File: config.mk
export PLATFORM = sky130hd
export DESIGN_NAME = cmos_cfg_sched
export DESIGN_NICKNAME = d
export VERILOG_FILES = /design/src/rtl/cmos_cfg_sched.sv
export SDC_FILE = /design/constraint.sdc
export NUM_CORES = 1
export LEC_CHECK = 0
export BUFFER_PORTS_ARGS = -buffer_cell sky130_fd_sc_hd__buf_2
export CAP_MARGIN = 20
export CORE_ASPECT_RATIO = 1.75
export CORE_MARGIN = 2
export CORE_UTILIZATION = 35
export CTS_BUF_LIST = sky130_fd_sc_hd__clkbuf_16
export DETAILED_ROUTE_END_ITERATION = 6
export PLACE_DENSITY = 0.55
export SLEW_MARGIN = 20
export SYNTH_ARGS = -nofsm -noshare
export SYNTH_HDL_FRONTEND = slang
export SYNTH_SLANG_ARGS = --single-unit
File: constraint.sdc
create_clock -name sys_clk -period 2.4 [get_ports sys_clk]
set_clock_uncertainty 0.2 [all_clocks]
set_input_delay 0.12 -clock sys_clk [delete_from_list [all_inputs] [get_ports sys_clk]]
set_output_delay 0.12 -clock sys_clk [all_outputs]
set_load 0.03 [all_outputs]
File: src/rtl/cmos_cfg_sched.sv
// -----------------------------------------------------------------------------
// cmos_cfg_sched
//   Schedules CMOS sensor register accesses onto the single CMOS SPI master.
//   Two requesters share the master: a boot-time init table held in an
//   external ROM, and the ESP32 host command path. Register writes are held
//   back until the sensor frame-overhead window is open; reads go out at once.
//   Host read data is returned on rsp_valid/rsp_data.
//
//   Command word (26 bits): {addr[25:17], rw[16], data[15:0]}, rw=1 is a write.
//   SPI frame (27 bits)   : {1'b0, command}.
//
// Optional feature (macro CMOS_CFG_READBACK_EN):
//   When defined, each init-table write is followed by a read of the same
//   address. The returned data is compared with the written data, and a
//   mismatch sets the sticky err_verify flag. Init continues either way.
//   When undefined, no readback frames are issued and err_verify stays 0.
//
// Ports
//   sys_clk, sys_rst_n       : clock, async active-low reset
//   init_start               : pulse, run the init table from entry 0
//   rom_addr / rom_data      : init ROM; data valid 1 cycle after the address
//   host_valid/ready/cmd     : host command handshake
//   fot_win                  : 1 = frame overhead time, writes allowed
//   spi_start/frame/busy/done/rdata : SPI serializer interface
//   rsp_valid / rsp_data     : host read response
//   init_done, busy, err_timeout, err_verify : status
// -----------------------------------------------------------------------------
module cmos_cfg_sched #(
    parameter int INIT_DEPTH  = 16,
    parameter int ROM_AW      = 4,
    parameter int TIMEOUT_CYC = 2048
) (
    input  logic              sys_clk,
    input  logic              sys_rst_n,
    input  logic              init_start,
    output logic [ROM_AW-1:0] rom_addr,
    input  logic [25:0]       rom_data,
    input  logic              host_valid,
    input  logic [25:0]       host_cmd,
    output logic              host_ready,
    input  logic              fot_win,
    output logic              spi_start,
    output logic [26:0]       spi_frame,
    input  logic              spi_busy,
    input  logic              spi_done,
    input  logic [15:0]       spi_rdata,
    output logic              rsp_valid,
    output logic [15:0]       rsp_data,
    output logic              init_done,
    output logic              busy,
    output logic              err_timeout,
    output logic              err_verify
);

`ifdef CMOS_CFG_READBACK_EN
    localparam logic RB_EN = 1'b1;
`else
    localparam logic RB_EN = 1'b0;
`endif

    // Index needs one extra bit so it can reach INIT_DEPTH itself.
    localparam int IDX_W = ROM_AW + 1;
    localparam int TMO_W = $clog2(TIMEOUT_CYC) + 1;

    typedef enum logic [2:0] {
        S_IDLE    = 3'd0,
        S_FETCH   = 3'd1,
        S_ROMWAIT = 3'd2,
        S_DECODE  = 3'd3,
        S_WAITWIN = 3'd4,
        S_ISSUE   = 3'd5,
        S_RUN     = 3'd6
    } state_t;

    state_t             state_r;
    state_t             state_nx;
    logic [IDX_W-1:0]   idx_r;
    logic [25:0]        cmd_r;
    logic               src_init_r;
    logic               rb_r;
    logic               init_pend_r;
    logic [TMO_W-1:0]   tmo_r;
    logic [26:0]        frame_r;
    logic               rsp_valid_r;
    logic [15:0]        rsp_data_r;
    logic               init_done_r;
    logic               err_timeout_r;
    logic               err_verify_r;

    logic               spi_start_s;
    logic               host_ready_s;
    logic               host_acc_s;
    logic               init_go_s;
    logic [25:0]        dec_cmd_s;
    logic               end_mark_s;
    logic               tmo_hit_s;
    logic               tmo_warn_s;
    logic               rb_need_s;

    // A pending or fresh init request always beats the host in IDLE.
    assign init_go_s    = (state_r == S_IDLE) && (init_start || init_pend_r);
    assign host_ready_s = (state_r == S_IDLE) && init_done_r && !init_pend_r &&
                          !init_start && !spi_busy;
    assign host_acc_s   = host_valid && host_ready_s;
    assign dec_cmd_s    = src_init_r ? rom_data : cmd_r;
    assign end_mark_s   = src_init_r && ((rom_data[25:17] == 9'h1FF) ||
                                         (idx_r == IDX_W'(INIT_DEPTH)));
    assign tmo_hit_s    = (tmo_r == TMO_W'(TIMEOUT_CYC - 1));
    // Flag raised one cycle ahead of the abort so busy drops the cycle after.
    assign tmo_warn_s   = (tmo_r == TMO_W'(TIMEOUT_CYC - 2));
    assign rb_need_s    = RB_EN && src_init_r && !rb_r && cmd_r[16];

    assign rom_addr    = idx_r[ROM_AW-1:0];
    assign host_ready  = host_ready_s;
    assign spi_start   = spi_start_s;
    assign spi_frame   = frame_r;
    assign rsp_valid   = rsp_valid_r;
    assign rsp_data    = rsp_data_r;
    assign init_done   = init_done_r;
    assign busy        = (state_r != S_IDLE);
    assign err_timeout = err_timeout_r;
    assign err_verify  = err_verify_r;

    // State register.
    always_ff @(posedge sys_clk or negedge sys_rst_n) begin
        if (!sys_rst_n) begin
            state_r <= S_IDLE;
        end else begin
            state_r <= state_nx;
        end
    end

    // Next-state decode and the spi_start strobe.
    always_comb begin
        state_nx    = state_r;
        spi_start_s = 1'b0;
        case (state_r)
            S_IDLE: begin
                if (init_go_s) begin
                    state_nx = S_FETCH;
                end else if (host_acc_s) begin
                    state_nx = S_DECODE;
                end else begin
                    state_nx = S_IDLE;
                end
            end
            S_FETCH:   state_nx = S_ROMWAIT;
            S_ROMWAIT: state_nx = S_DECODE;
            S_DECODE: begin
                if (end_mark_s) begin
                    state_nx = S_IDLE;
                end else if (dec_cmd_s[16] && !fot_win) begin
                    state_nx = S_WAITWIN;
                end else begin
                    state_nx = S_ISSUE;
                end
            end
            S_WAITWIN: begin
                if (fot_win) begin
                    state_nx = S_ISSUE;
                end else begin
                    state_nx = S_WAITWIN;
                end
            end
            S_ISSUE: begin
                if (!spi_busy) begin
                    spi_start_s = 1'b1;
                    state_nx    = S_RUN;
                end else begin
                    state_nx = S_ISSUE;
                end
            end
            S_RUN: begin
                if (tmo_hit_s) begin
                    state_nx = S_IDLE;
                end else if (spi_done) begin
                    if (!src_init_r) begin
                        state_nx = S_IDLE;
                    end else if (rb_need_s) begin
                        state_nx = S_ISSUE;
                    end else begin
                        state_nx = S_FETCH;
                    end
                end else begin
                    state_nx = S_RUN;
                end
            end
            default: state_nx = S_IDLE;
        endcase
    end

    // Datapath: command/frame capture, init index, timeout, response, flags.
    always_ff @(posedge sys_clk or negedge sys_rst_n) begin
        if (!sys_rst_n) begin
            idx_r         <= {IDX_W{1'b0}};
            cmd_r         <= 26'd0;
            src_init_r    <= 1'b0;
            rb_r          <= 1'b0;
            init_pend_r   <= 1'b0;
            tmo_r         <= {TMO_W{1'b0}};
            frame_r       <= 27'd0;
            rsp_valid_r   <= 1'b0;
            rsp_data_r    <= 16'd0;
            init_done_r   <= 1'b0;
            err_timeout_r <= 1'b0;
            err_verify_r  <= 1'b0;
        end else begin
            rsp_valid_r <= 1'b0;
            // init_start is remembered only while a host command is in flight.
            if (init_start && (state_r != S_IDLE) && !src_init_r) begin
                init_pend_r <= 1'b1;
            end
            case (state_r)
                S_IDLE: begin
                    if (init_go_s) begin
                        src_init_r  <= 1'b1;
                        rb_r        <= 1'b0;
                        idx_r       <= {IDX_W{1'b0}};
                        init_pend_r <= 1'b0;
                    end else if (host_acc_s) begin
                        cmd_r      <= host_cmd;
                        src_init_r <= 1'b0;
                    end
                end
                S_DECODE: begin
                    if (end_mark_s) begin
                        init_done_r <= 1'b1;
                        idx_r       <= {IDX_W{1'b0}};
                        src_init_r  <= 1'b0;
                    end else begin
                        cmd_r   <= dec_cmd_s;
                        frame_r <= {1'b0, dec_cmd_s};
                    end
                end
                S_ISSUE: begin
                    if (!spi_busy) begin
                        tmo_r <= {TMO_W{1'b0}};
                    end
                end
                S_RUN: begin
                    if (tmo_hit_s) begin
                        // Abort; a later init_start restarts the table at 0.
                        src_init_r <= 1'b0;
                        rb_r       <= 1'b0;
                        idx_r      <= {IDX_W{1'b0}};
                    end else if (spi_done) begin
                        if (src_init_r) begin
                            if (rb_need_s) begin
                                rb_r    <= 1'b1;
                                frame_r <= {1'b0, cmd_r[25:17], 1'b0, 16'h0000};
                            end else begin
                                if (rb_r && (spi_rdata != cmd_r[15:0])) begin
                                    err_verify_r <= 1'b1;
                                end
                                rb_r  <= 1'b0;
                                idx_r <= idx_r + IDX_W'(1);
                            end
                        end else if (!cmd_r[16]) begin
                            rsp_data_r  <= spi_rdata;
                            rsp_valid_r <= 1'b1;
                        end
                    end else begin
                        tmo_r <= tmo_r + TMO_W'(1);
                        if (tmo_warn_s) begin
                            err_timeout_r <= 1'b1;
                        end
                    end
                end
                default: begin
                end
            endcase
        end
    end

endmodule
# ---- Word-level counts from Yosys, hierarchy flattened
# Cells that the tools add are included.
dict set report totals {
  register_bits 95
}
dict set report classes {
  n_mux 45
  add_sub_neg 2
  n_reduce_logical 34
  n_eq_ne 23
  bitwise 5
}
# operator n
set ops {}
lappend ops {{$mux W26} 4}
lappend ops {{$pmux W26 S2} 1}
lappend ops {{$mux W12} 3}
lappend ops {{$mux W5} 5}
lappend ops {{$eq A12 B11 Y1 const B} 2}
lappend ops {{$pmux W12 S2} 1}
lappend ops {{$mux W1} 21}
lappend ops {{$pmux W3 S7} 1}
lappend ops {{$reduce_and A4 Y1} 5}
lappend ops {{$ne A2 B2 Y1 const B} 9}
lappend ops {{$ne A16 B16 Y1} 1}
lappend ops {{$pmux W5 S3} 1}
lappend ops {{$reduce_and A5 Y1} 3}
lappend ops {{$add A12 B1 Y12 const B} 1}
lappend ops {{$logic_and A1 B1 Y1} 11}
lappend ops {{$eq A3 B3 Y1 const B} 3}
lappend ops {{$eq A9 B9 Y1 const B} 1}
lappend ops {{$mux W3} 3}
lappend ops {{$ne A3 B3 Y1 const B} 3}
lappend ops {{$eq A3 B2 Y1 const B} 2}
lappend ops {{$mux W2} 3}
lappend ops {{$reduce_bool A2 Y1} 3}
lappend ops {{$reduce_bool A3 Y1} 2}
lappend ops {{$add A5 B1 Y5 const B} 1}
lappend ops {{9 further kinds} 19}

# ---- Longest topological paths before layout
dict set report depth {
  ltp_word 9
  depth_mapped 9
  mapped_depth_nobuf 7
}

# ---- Worst setup path before layout
# No wires, ideal clock.
dict set report synth_timing {
  path_type {reg-to-output}
  from {register state_r[1]}
  to {output host_ready}
  setup_slack_ps 147
  t_arrival_ps 1933
  path_stages_with_launch 5
  required_time_ps 2080
  cell_sequence {dfrtp_1 -> buf_6 -> or3_1 -> buf_2 -> nor4_1}
}
dict set report synth_between {
  elab_chain_cells 5
}
# element line_no
set synth_lines {}
lappend synth_lines {{from (decl)} 75} ;# state_t state_r;
lappend synth_lines {{from (signal assigned)} 129} ;# state_r <= state_nx;
lappend synth_lines {{$logic_not A3 Y1} 102} ;# assign host_ready_s = (state_r == S_IDLE) && init_done_r && !init_pend_r &&
lappend synth_lines {{$logic_and A1 B1 Y1 (3 in series)} 102}
lappend synth_lines {{$logic_and A1 B1 Y1} 103} ;# !init_start && !spi_busy;
lappend synth_lines {{to (decl)} 40} ;# output logic host_ready,
# Every way passes these cells.

# ---- Worst setup path after layout
dict set report layout_timing {
  from {register tmo_r[1]}
  to {register tmo_r[0]}
}
dict set report layout_between {
  elab_chain_cells 3
}
# element line_no
set layout_lines {}
lappend layout_lines {{from (decl)} 82} ;# logic [TMO_W-1:0] tmo_r;
lappend layout_lines {{from (signal assigned)} 200} ;# tmo_r <= {TMO_W{1'b0}};
lappend layout_lines {{from (signal assigned)} 237} ;# tmo_r <= {TMO_W{1'b0}};
lappend layout_lines {{from (signal assigned)} 263} ;# tmo_r <= tmo_r + TMO_W'(1);
lappend layout_lines {{$eq A12 B11 Y1} 108} ;# assign tmo_hit_s = (tmo_r == TMO_W'(TIMEOUT_CYC - 1));
lappend layout_lines {{$ne A2 B2 Y1 (no source line)} n/a}
lappend layout_lines {{$reduce_and A4 Y1 (no source line)} n/a}
# Every way passes these cells.
# A chain may end at the register's enable or synchronous reset.

==> results.ini <==
[sta]
grt_setup_unrepaired = true
tightest_slew_ns = 0.837
finalHoldViolations = 0
finalCritPeriodShare = 0.955
setup_violations = 0
relSlewSlack = 0.437
finalCriticalPeriod_ns = 2.29
drv_slew = 0
clock.fmax_mhz = 436

[place]
dpl-instance-area_sq_um = 5490
portBuffers = 126
gp_congestion = 0.807
dp_hpwl_mm = 8.78

[synth]
netlist-cell-type-count = 50
yosysMostFrequentCell = dfrtp_1
async_reset_ff_frac = 1.00
yosysTopAreaCell = dfrtp_1
synth_top_family_by_area = simple AND/OR/NAND/NOR gates
ys_seq_area_frac = 0.500
synth_area_leaders = dfrtp_1 (50%), nand2_1 (6.6%), o2bb2ai_2 (6.5%)
yosys_warnings = 0
synth_fa_ha_area_frac = 0.0108
synth_area_sq_um = 4650
synthCells = 479
synth-edff-count = 0
synthMuxAreaShare = 0.0543
avgSynthCellArea_sq_um = 9.71
synth_xor_area_frac = 0.00753
ys.flop_type = dfrtp_1
ys_ff_latch = 93
synth-compound-area-share = 0.181
synth_common_cells = dfrtp_1 (93), nand2_1 (82), nor2_1 (71), a21oi_1 (37), a31oi_1 (26)
synth-simple-area-share = 0.197
synth_top_cell_area_share = 0.500

[worst_setup_path]
cp_top_family = simple AND/OR/NAND/NOR gates
cp.required_ns = 2.42
path_class = reg -> reg
cp_num_buf_inv = 0
path_depth = 6
r2r_start = tmo_r[1]
crit_arrival_ns = 2.32
cp-start-kind = flip-flop
endpoint_kind = flip-flop
crit_path_max_incr_delay_ns = 0.43
crit_path_top_delay_cell = dfrtp_1
cp_cell_sequence = ha_1 > nand3_1 > nor3_2 > or2_2 > nor2_1 > mux2_2
critPathLaunch = tmo_r[1]
critPathMaxFanout = 6
r2r_cells = 6

[global_route]
grt_pass1_wl_mm = 20.8
antenna_found_initial = 0
grt_remaining_overflow = 0
grt.total_usage = 0.182
grt_pass1_vias = 4365
grt_max_degree = 51

[min_path]
hold_path_depth = 4
min-delay-start = spi_busy
min_path_type = in -> reg

[cts]
path_clk_slew_ns = 0.06
cts-buffers-inserted = 9
h-tree-depth = 3
cts_buffer_depth = 2
cts_tree = yes
numClockSinks = 93
root_buffer = clkbuf_16
cts_setup_buffers = 0
clk_latency_ns = 0.34

[die]
die_h_um = 157
rows = 55
io_pins = 129
dieArea_sq_um = 14300
initial_utilization = 0.360
dieWidth_um = 91.2
core_region_area_sq_um = 12900

[power_and_ir_drop]
p_leak_nw = 2.97
power.density_nw_per_um2 = 1190
ir_drop_uv = 476

[cells_and_area]
diodes = 0
final_cell_area_sq_um = 6510
nets = 750
drive_gt1_frac = 0.303
syn2layout_area_growth_pct = 40.0
postLayoutCoreUtil = 0.503

[route]
ant_nets = 0
dr.pass1.iters = 4
wl_mm = 12.8
wl_per_cell_um = 15.1
vias_per_cell = 4.98
drt-initial-drc-count = 183
vias = 4216
drc = 0

[job]
maxCapViolations = 0

[status]
status = finished, final reports clean

-- report_power, final --
part	switching [mW]	internal (mW)
clock	0.629	0.812
combinational	2.24	1.40
sequential	0.457	2.23
total	3.32	4.44
-- metal layers --
| metal | part of all wire | vias up | wire length, um | global-route usage |
|---|---|---|---|---|
| li1 | - | 2059 | - | - |
| met1 | 0.39 | 2002 | 4990 | 0.201 |
| met2 | 0.53 | 130 | 6860 | 0.339 |
| met3 | 0.050 | 25 | 645 | 0.0327 |
| met4 | 0.026 | 0 | 327 | 0.0772 |
| met5 | 0 | - | 0 | 0 |
-- cell families after synthesis --
group | Yosys count
fa+ha+maj | 4
xor+xnor | 4
flops | 93
buf+inv | 40
mux | 23
simple gates | 205
other cells | 1
compound gates | 109
-- worst reg2reg max path, delay by kind of cell (launching register included) --
family | cells | cell delay [ns]
muxes | 1 | 0.38
and+or+nand+nor | 4 | 0.92
DFF | 1 | 0.43
adders and majority gates | 1 | 0.25
-- what timing repair did --
item,CTS,global route
hold buffers,71,0
hold endpoints to repair,141,0
setup endpoints to repair,0,18
resized for setup,0,2
-- worst paths after layout --
| path | endpoint | slack (ns) |
|---|---|---|
| min in group asynchronous | spi_frame[6] | 0.06 |
| setup reg to reg | tmo_r[0] | 0.11 |
| max in group asynchronous | init_done | 1.24 |
| hold / removal | state_r[0] | 0.04 |
| setup / recovery | tmo_r[0] | 0.11 |
| hold reg to reg | err_timeout | 0.25 |
-- registers in the layout (all words and copies together), names as in the netlist --
signal and flops:
src_init_r 1, init_done 1, rsp_data 16, tmo_r 12, rsp_valid 1, spi_frame 26, cmd_r 26, init_pend_r 1
err_timeout 1, state_r 3, idx_r 5
-- area by class of cell --
class | instances | area, sq um
clock buffer | 9 | 225
clock inverter | 7 | 72.6
fill | 1262 | 6430
inverter | 8 | 30.0
multi-input combinational | 347 | 2140
sequential | 93 | 2330
tap | 171 | 214
timing repair buffer | 212 | 1510
-- layout by cell type, fill, tap and decap left out, types with 4 or more instances in the layout --
cell,instances
o2bb2ai_1,5
nand4_1,5
buf_2,125
o2bb2ai_2,20
clkbuf_16,9
nand3_1,9
mux2i_1,5
buf_12,4
nand3b_1,4
mux2_2,18
nand2_1,82
nor3_1,5
ha_1,4
and3_1,4
buf_4,12
nor2_1,71
or3_1,4
o21ai_0,7
dfrtp_1,93
inv_1,7
a21oi_1,36
a31oi_1,26
dlygate4sd3_1,71
-- through the flow --
step	cells	worst slack, ns	hold WS, ns	total power [mW]	TNS, ns
after CTS	847	0.0692	0.0292	7.84	0
after global routing	847	-0.00120	0.0785	8.29	-0.00171
after global placement	760	0.163	-0.0902	6.21	0
after detailed placement	760	0.0984	-0.0941	6.29	0
after floorplan	480	0.147	-0.376	5.25	0
final	847	0.107	0.0374	7.77	0
(Power assumes the default switching activity.)
